--- src/rtl/regfile_if.sv ---
// Register-file access bus: one write port and two combinational read ports.
interface regfile_if #(
    parameter int DATA_WIDTH = 32,
    parameter int ADDR_WIDTH = 5
);
  logic                  write_enable;
  logic [DATA_WIDTH-1:0] write_data;
  logic [ADDR_WIDTH-1:0] write_address;
  logic [ADDR_WIDTH-1:0] read_address1;
  logic [ADDR_WIDTH-1:0] read_address2;
  logic [DATA_WIDTH-1:0] read_data1;
  logic [DATA_WIDTH-1:0] read_data2;

  modport master (
    output write_enable, write_data, write_address, read_address1, read_address2,
    input  read_data1, read_data2
  );

  modport slave (
    input  write_enable, write_data, write_address, read_address1, read_address2,
    output read_data1, read_data2
  );
endinterface

--- src/rtl/regfile.sv ---
// 2**ADDR_WIDTH x DATA_WIDTH register file, register 0 hardwired to zero, async clear.
// Define REGFILE_BYPASS_EN to forward write_data to matching read ports in the write cycle.
module regfile #(
    parameter int DATA_WIDTH = 32,
    parameter int ADDR_WIDTH = 5
) (
  input  logic       clk,
  input  logic       rst_n,
  regfile_if.slave   bus
);
  localparam int NUM_REGS = 2 ** ADDR_WIDTH;

`ifdef REGFILE_BYPASS_EN
  localparam bit BYPASS = 1'b1;
`else
  localparam bit BYPASS = 1'b0;
`endif

  // Register 0 has no storage; indices start at 1.
  logic [DATA_WIDTH-1:0] regs_reg [1:NUM_REGS-1];
  logic [ADDR_WIDTH-1:0] rd_addr  [2];
  logic [DATA_WIDTH-1:0] rd_data  [2];

  genvar gi;
  generate
    for (gi = 1; gi < NUM_REGS; gi++) begin : g_reg
      always_ff @(posedge clk or negedge rst_n) begin
        if (!rst_n) begin
          regs_reg[gi] <= '0;
        end else if (bus.write_enable && bus.write_address == ADDR_WIDTH'(gi)) begin
          regs_reg[gi] <= bus.write_data;
        end
      end
    end
  endgenerate

  assign rd_addr[0]     = bus.read_address1;
  assign rd_addr[1]     = bus.read_address2;
  assign bus.read_data1 = rd_data[0];
  assign bus.read_data2 = rd_data[1];

  generate
    for (gi = 0; gi < 2; gi++) begin : g_rd
      // Reset forces zero even with a pending write so the bypass cannot leak data.
      always_comb begin
        rd_data[gi] = '0;
        if (rst_n && rd_addr[gi] != '0) begin
          rd_data[gi] = regs_reg[rd_addr[gi]];
          if (BYPASS && bus.write_enable && bus.write_address == rd_addr[gi]) begin
            rd_data[gi] = bus.write_data;
          end
        end
      end
    end
  endgenerate
endmodule

--- src/flat_wrapper.sv ---
// flat-port wrapper written by rule: the top's interface ports become plain ports
module regfile_flat 
#(
    parameter int DATA_WIDTH = 32,
    parameter int ADDR_WIDTH = 5
)
  (clk, rst_n, bus_write_enable, bus_write_data, bus_write_address, bus_read_address1, bus_read_address2, bus_read_data1, bus_read_data2);
  regfile_if #(.DATA_WIDTH(DATA_WIDTH), .ADDR_WIDTH(ADDR_WIDTH)) bus_i ();
  input  logic clk;
  input  logic rst_n;
  input wire logic [$bits(bus_i.write_enable)-1:0] bus_write_enable;
  input wire logic [$bits(bus_i.write_data)-1:0] bus_write_data;
  input wire logic [$bits(bus_i.write_address)-1:0] bus_write_address;
  input wire logic [$bits(bus_i.read_address1)-1:0] bus_read_address1;
  input wire logic [$bits(bus_i.read_address2)-1:0] bus_read_address2;
  output wire logic [$bits(bus_i.read_data1)-1:0] bus_read_data1;
  output wire logic [$bits(bus_i.read_data2)-1:0] bus_read_data2;
  assign bus_i.write_enable = bus_write_enable;
  assign bus_i.write_data = bus_write_data;
  assign bus_i.write_address = bus_write_address;
  assign bus_i.read_address1 = bus_read_address1;
  assign bus_i.read_address2 = bus_read_address2;
  assign bus_read_data1 = bus_i.read_data1;
  assign bus_read_data2 = bus_i.read_data2;
  regfile #(.DATA_WIDTH(DATA_WIDTH), .ADDR_WIDTH(ADDR_WIDTH)) u_core (.clk(clk), .rst_n(rst_n), .bus(bus_i));
endmodule
--- config.mk ---
export PLATFORM = sky130hd
export DESIGN_NAME = regfile_flat
export DESIGN_NICKNAME = d
export VERILOG_FILES = /design/src/rtl/regfile_if.sv /design/src/rtl/regfile.sv /design/src/flat_wrapper.sv
export SDC_FILE = /design/constraint.sdc
export NUM_CORES = 2
export LEC_CHECK = 0
export CELL_PAD_IN_SITES_DETAIL_PLACEMENT = 1
export CELL_PAD_IN_SITES_GLOBAL_PLACEMENT = 2
export CORE_MARGIN = 2
export CORE_UTILIZATION = 43
export CTS_BUF_LIST = sky130_fd_sc_hd__clkbuf_4
export DETAILED_ROUTE_END_ITERATION = 7
export PLACE_DENSITY = 0.81
export SLEW_MARGIN = 10
export SYNTH_ARGS = -nofsm -noshare
export SYNTH_HDL_FRONTEND = slang
export SYNTH_SLANG_ARGS = --single-unit
--- constraint.sdc ---
create_clock -name clk -period 3.9 [get_ports clk]
set_clock_uncertainty 0.2 [all_clocks]
set_input_delay 1.17 -clock clk [delete_from_list [all_inputs] [get_ports clk]]
set_output_delay 1.17 -clock clk [all_outputs]
set_load 0.01 [all_outputs]
======== After elaboration in Yosys (flattened, before gate mapping) ========
Cells that the tools add are included.
Widths: inputs -> output; s select.
operators by class
  order comparisons ....................... 2
  equality and inequality tests ........... 31
  mux-type cells .......................... 8
  bitwise logic cells ..................... 2
  reduce and logical (&&, ||, !) cells .... 35
operators with widths
  operator            count
  $bmux 32 s5         2
  $mux 32             6
  $eq 5x5->1 const B  16
  $eq 5x4->1 const B  8
  $logic_and 1x1->1   33
  $eq 5x3->1 const B  4
  $ge 6x6->1 const B  2
  $not 5->6           2
  $eq 5x2->1 const B  2
  $reduce_bool 5->1   2
  $eq 5x1->1 const B  1
storage, ports and cells
  bits in registers ....................... 992
  input bits .............................. 50
  output and inout port bits .............. 64
  word-level logic and storage cells ...... 109

======== Longest topological paths before layout ========
  word-level depth ........................ 5
  gate-level depth with buffers ........... 10
  mapped depth without buffers ............ 5

======== Worst setup path after synthesis ========
Ideal clock, no wire load.
  path type ............................... in2out
  start ................................... in bus_read_address1[1]
  end ..................................... out bus_read_data1[12]
  arrival time ............................ 2.640 ns
  required time ........................... 2.530 ns
  slack ................................... -0.110 ns
  cell stages on the path ................. 6
  buffers on the path ..................... 3
  cells stage by stage .................... buf_4 buf_6 buf_2 mux4_2 a221oi_1 a32oi_1
on the way
  word-level cells in the longest chain between the ends .. 5
  elaborated cells between the ends (all ways) .. 7
  those cells by class .................... mux (4); bitwise (1); reduce/logical (2)
RTL lines
  element                                     line                source
  from (decl)                                 flat_wrapper.sv:14  input wire logic [$bits(bus_i.read_address1)-1:0] bus_read_address1;
  $not 5->6 (not written as such)             regfile.sv:48       rd_data[gi] = regs_reg[rd_addr[gi]];
  $bmux 32 s5                                 regfile.sv:48
  $mux 32 (not written as such) (2 in a row)  regfile.sv:48
  $mux 32 *                                   regfile.sv:47       if (rst_n && rd_addr[gi] != '0) begin
  to (decl)                                   flat_wrapper.sv:16  output wire logic [$bits(bus_i.read_data1)-1:0] bus_read_data1;
Every way passes the cells marked *; elsewhere a longest branch is shown, timed or not. The select of a mux whose other input is x is not followed.

======== Worst setup path in the final report ========
  start ................................... in bus_read_address2[0]
  end ..................................... out bus_read_data2[0]
on the way
  word-level cells in the longest chain between the ends .. 5
  elaborated cells between the ends (all ways) .. 7
  those cells by class .................... mux (4); bitwise (1); reduce/logical (2)
RTL lines
  element                                     line                source
  from (decl)                                 flat_wrapper.sv:15  input wire logic [$bits(bus_i.read_address2)-1:0] bus_read_address2;
  $not 5->6 (not written as such)             regfile.sv:48
  $bmux 32 s5                                 regfile.sv:48
  $mux 32 (not written as such) (2 in a row)  regfile.sv:48
  $mux 32 *                                   regfile.sv:47
  to (decl)                                   flat_wrapper.sv:17  output wire logic [$bits(bus_i.read_data2)-1:0] bus_read_data2;
Marks and branches as above.

==> impl_metrics.json <==
{
  "synth_cells": 3774,
  "synth_common_cells": "mux2_2, dfrtp_1, mux2i_1",
  "setup_viol": 64,
  "synthesis.area_sq_um": 54000,
  "cp-end-kind": "output port",
  "io_pins": 114,
  "hp-class": "input port to async pin",
  "final_layout_size_suffix_gt1_share_pct": 60.2,
  "fp.dieH_microns": 358,
  "clockRootBuffer": "clkbuf_4",
  "cts_tree": "done",
  "status": "finished with violations",
  "viasPerCell": 6.40,
  "dr.pass1.iters": 6,
  "grt_pass1_vias": 43100,
  "cp_slowest_cell": "o32a_1",
  "post-route-util_pct": 54.7,
  "cpPeakStageDelay_ns": 0.34,
  "final_cells": 6313,
  "drc": 0,
  "placed_area_sq_um": 60800,
  "holdWs_ns": 0.0954,
  "cp_top_family": "buffers and inverters",
  "synth_edf_count": 0,
  "clkLatencyLatePin_ns": 1.22,
  "synth_top_area_share_pct": 46.0,
  "cts_max_path_buffers": 4,
  "ir_drop_uv": 286,
  "yosysSeqAreaShare_pct": 46.0,
  "cp.required_ns": 2.53,
  "p_leak_uw": 0.0303,
  "design_area_sq_um": 67900,
  "syn_area_per_cell_sq_um": 14.3,
  "grt_antenna_before_repair": 6,
  "die_area_sq_um": 128000,
  "fp-row-count": 129,
  "setup_ws_ns": -0.676,
  "largest_reg_flops": 992,
  "ys_ff_latch": 992,
  "wire_per_inst_microns": 33.2,
  "core_sq_um": 124000,
  "path_cells": "buf_16 > buf_12 > buf_16 > buf_16 > buf_12 > buf_6 > mux4_2 > nor2_1 > o32a_1 > a221oi_2 > buf_2",
  "cts.clk_slew.worst_paths_ns": 0.07,
  "hpwl_microns": 130000,
  "drv_slew": 0,
  "relSlewSlack_pct": 25.2,
  "drtIter0Drc": 3754,
  "layout.nets": 4543,
  "layout_worst_path_cycle_share_pct": 117,
  "cp_common_cell": "buf_16",
  "die_x_microns": 358,
  "area_growth_syn_to_layout_pct": 25.8,
  "arrival_ns": 3.21,
  "crit_type": "input port to output port",
  "fillers": 11900,
  "synthDistinctLibCells": 53,
  "synthArstFlopShare_pct": 100,
  "yosysTopAreaCell": "dfrtp_1",
  "ctsHtreeMaxLevel": 5,
  "hold_viol": 0,
  "port_buffers": 113,
  "cts.sink_count": 992,
  "yosysMostFrequentCell": "mux2_2",
  "fmax_mhz": 219,
  "wl_microns": 209000,
  "post-place-ws_ns": -1.58,
  "yosysWarnings": 0,
  "violations": "negative setup slack",
  "overflow": 0,
  "grt_max_degree": 135,
  "place_inst": 5621,
  "start_util_pct": 43.5,
  "synth.area.top_cells": "dfrtp_1, mux2_2, mux4_2",
  "power_density_nw_per_um2": 469,
  "vias": 40400,
  "worstMarginPinSlew_ns": 1.12,
  "rsz0062_at_grt": "yes",
  "syn_nets": 3824,
  "fin_crit_ns": 4.58,
  "start_kind": "input port",
  "grt_use_total_pct": 32.3,
  "numCtsBuffers": 289,
  "ant_nets": 0,
  "synthFlopType": "dfrtp_1",
  "worstPathMaxFanout": 7,
  "gp_congestion": 0.888,
  "grt_first_pass_wirelength_microns": 302000,
  "path_buf_inv": 7,
  "maxCapViolCount": 0
}
per-layer routing:
layer,vias up,track usage (%),wire length (microns)
li1,16100,-,-
met5,-,0,53
met1,21800,43.4,85900
met3,571,7.99,17500
met4,8,14.4,10000
met2,1924,49.7,96000
placed cells by master (no fill, tap or decap), types with 28 or more instances in the layout:
master / instances
buf_6: 65
buf_2: 43
buf_4: 490
a21oi_1: 66
a211oi_1: 29
dfrtp_1: 992
mux4_2: 322
clkbuf_4: 412
nor2_1: 55
nand3_1: 32
mux2_1: 28
mux2_2: 1002
nand2_1: 37
mux2i_1: 342
buf_12: 145
a22oi_1: 53
o22ai_1: 33
clkdlybuf4s50_1: 38
clkinv_1: 45
a221oi_2: 48
cells by family after synthesis:
kind of cell           Yosys count  share of synthesized area, %
AOI/OAI and AO/OA              389                          5.34
muxes                         1744                          42.3
DFF                            992                          46.0
buffers and inverters          409                          4.26
and+or+nand+nor                240                          2.11
metrics by stage:
stage                     TNS, ns  total power, uW
after floorplan            -0.117            18300
after global placement    -101.42            20800
after detailed placement  -104.65            21200
after CTS                  -32.84            31400
after global routing       -37.15            33300
final                      -34.46            31900
tightest hold or removal path, stage by stage:
cell   delay, ns
buf_8       0.17
buf_4       0.15
buf_4       0.51
worst paths after layout:
check | startpoint | to | slack [ns] | cells after the start
setup / recovery | bus_read_address2[0] | bus_read_data2[0] | -0.68 | 11
hold / removal | rst_n | u_core.regs_reg[974] | 0.1 | 3
setup reg to reg | u_core.regs_reg[639] | u_core.regs_reg[639] | 2.65 | 3
hold reg to reg | u_core.regs_reg[559] | u_core.regs_reg[559] | 0.32 | 1
max in group asynchronous | rst_n | u_core.regs_reg[346] | 0.93 | 5
min in group clk | u_core.regs_reg[559] | u_core.regs_reg[559] | 0.32 | 1
layout make-up:
type | count | area [sq um] | area share (%)
Clock buffer | 412 | 3090 | 4.55
Tap cell | 1637 | 2050 | 3.02
Antenna cell | 2 | 5.00 | 0.00737
Inverter | 1 | 3.75 | 0.00553
Multi-Input combinational cell | 2373 | 28700 | 42.2
Clock inverter | 60 | 259 | 0.381
Sequential cell | 992 | 24800 | 36.5
Timing Repair Buffer | 836 | 9010 | 13.3
where the power goes:
part / switching [uW] / total, uW / internal (uW)
sequential: 1720 / 14000 / 12300
clock: 4700 / 9580 / 4880
combinational: 3600 / 8260 / 4660
timing repair:
item	CTS	global route
pin swaps	77	75
endpoints found under the setup margin	64	64
gates cloned	10	5
resized for setup	549	133
endpoints found under the hold margin	142	0
buffers inserted	151	80
hold buffers	9	0
Note: power is estimated with default switching activity, not from simulation.
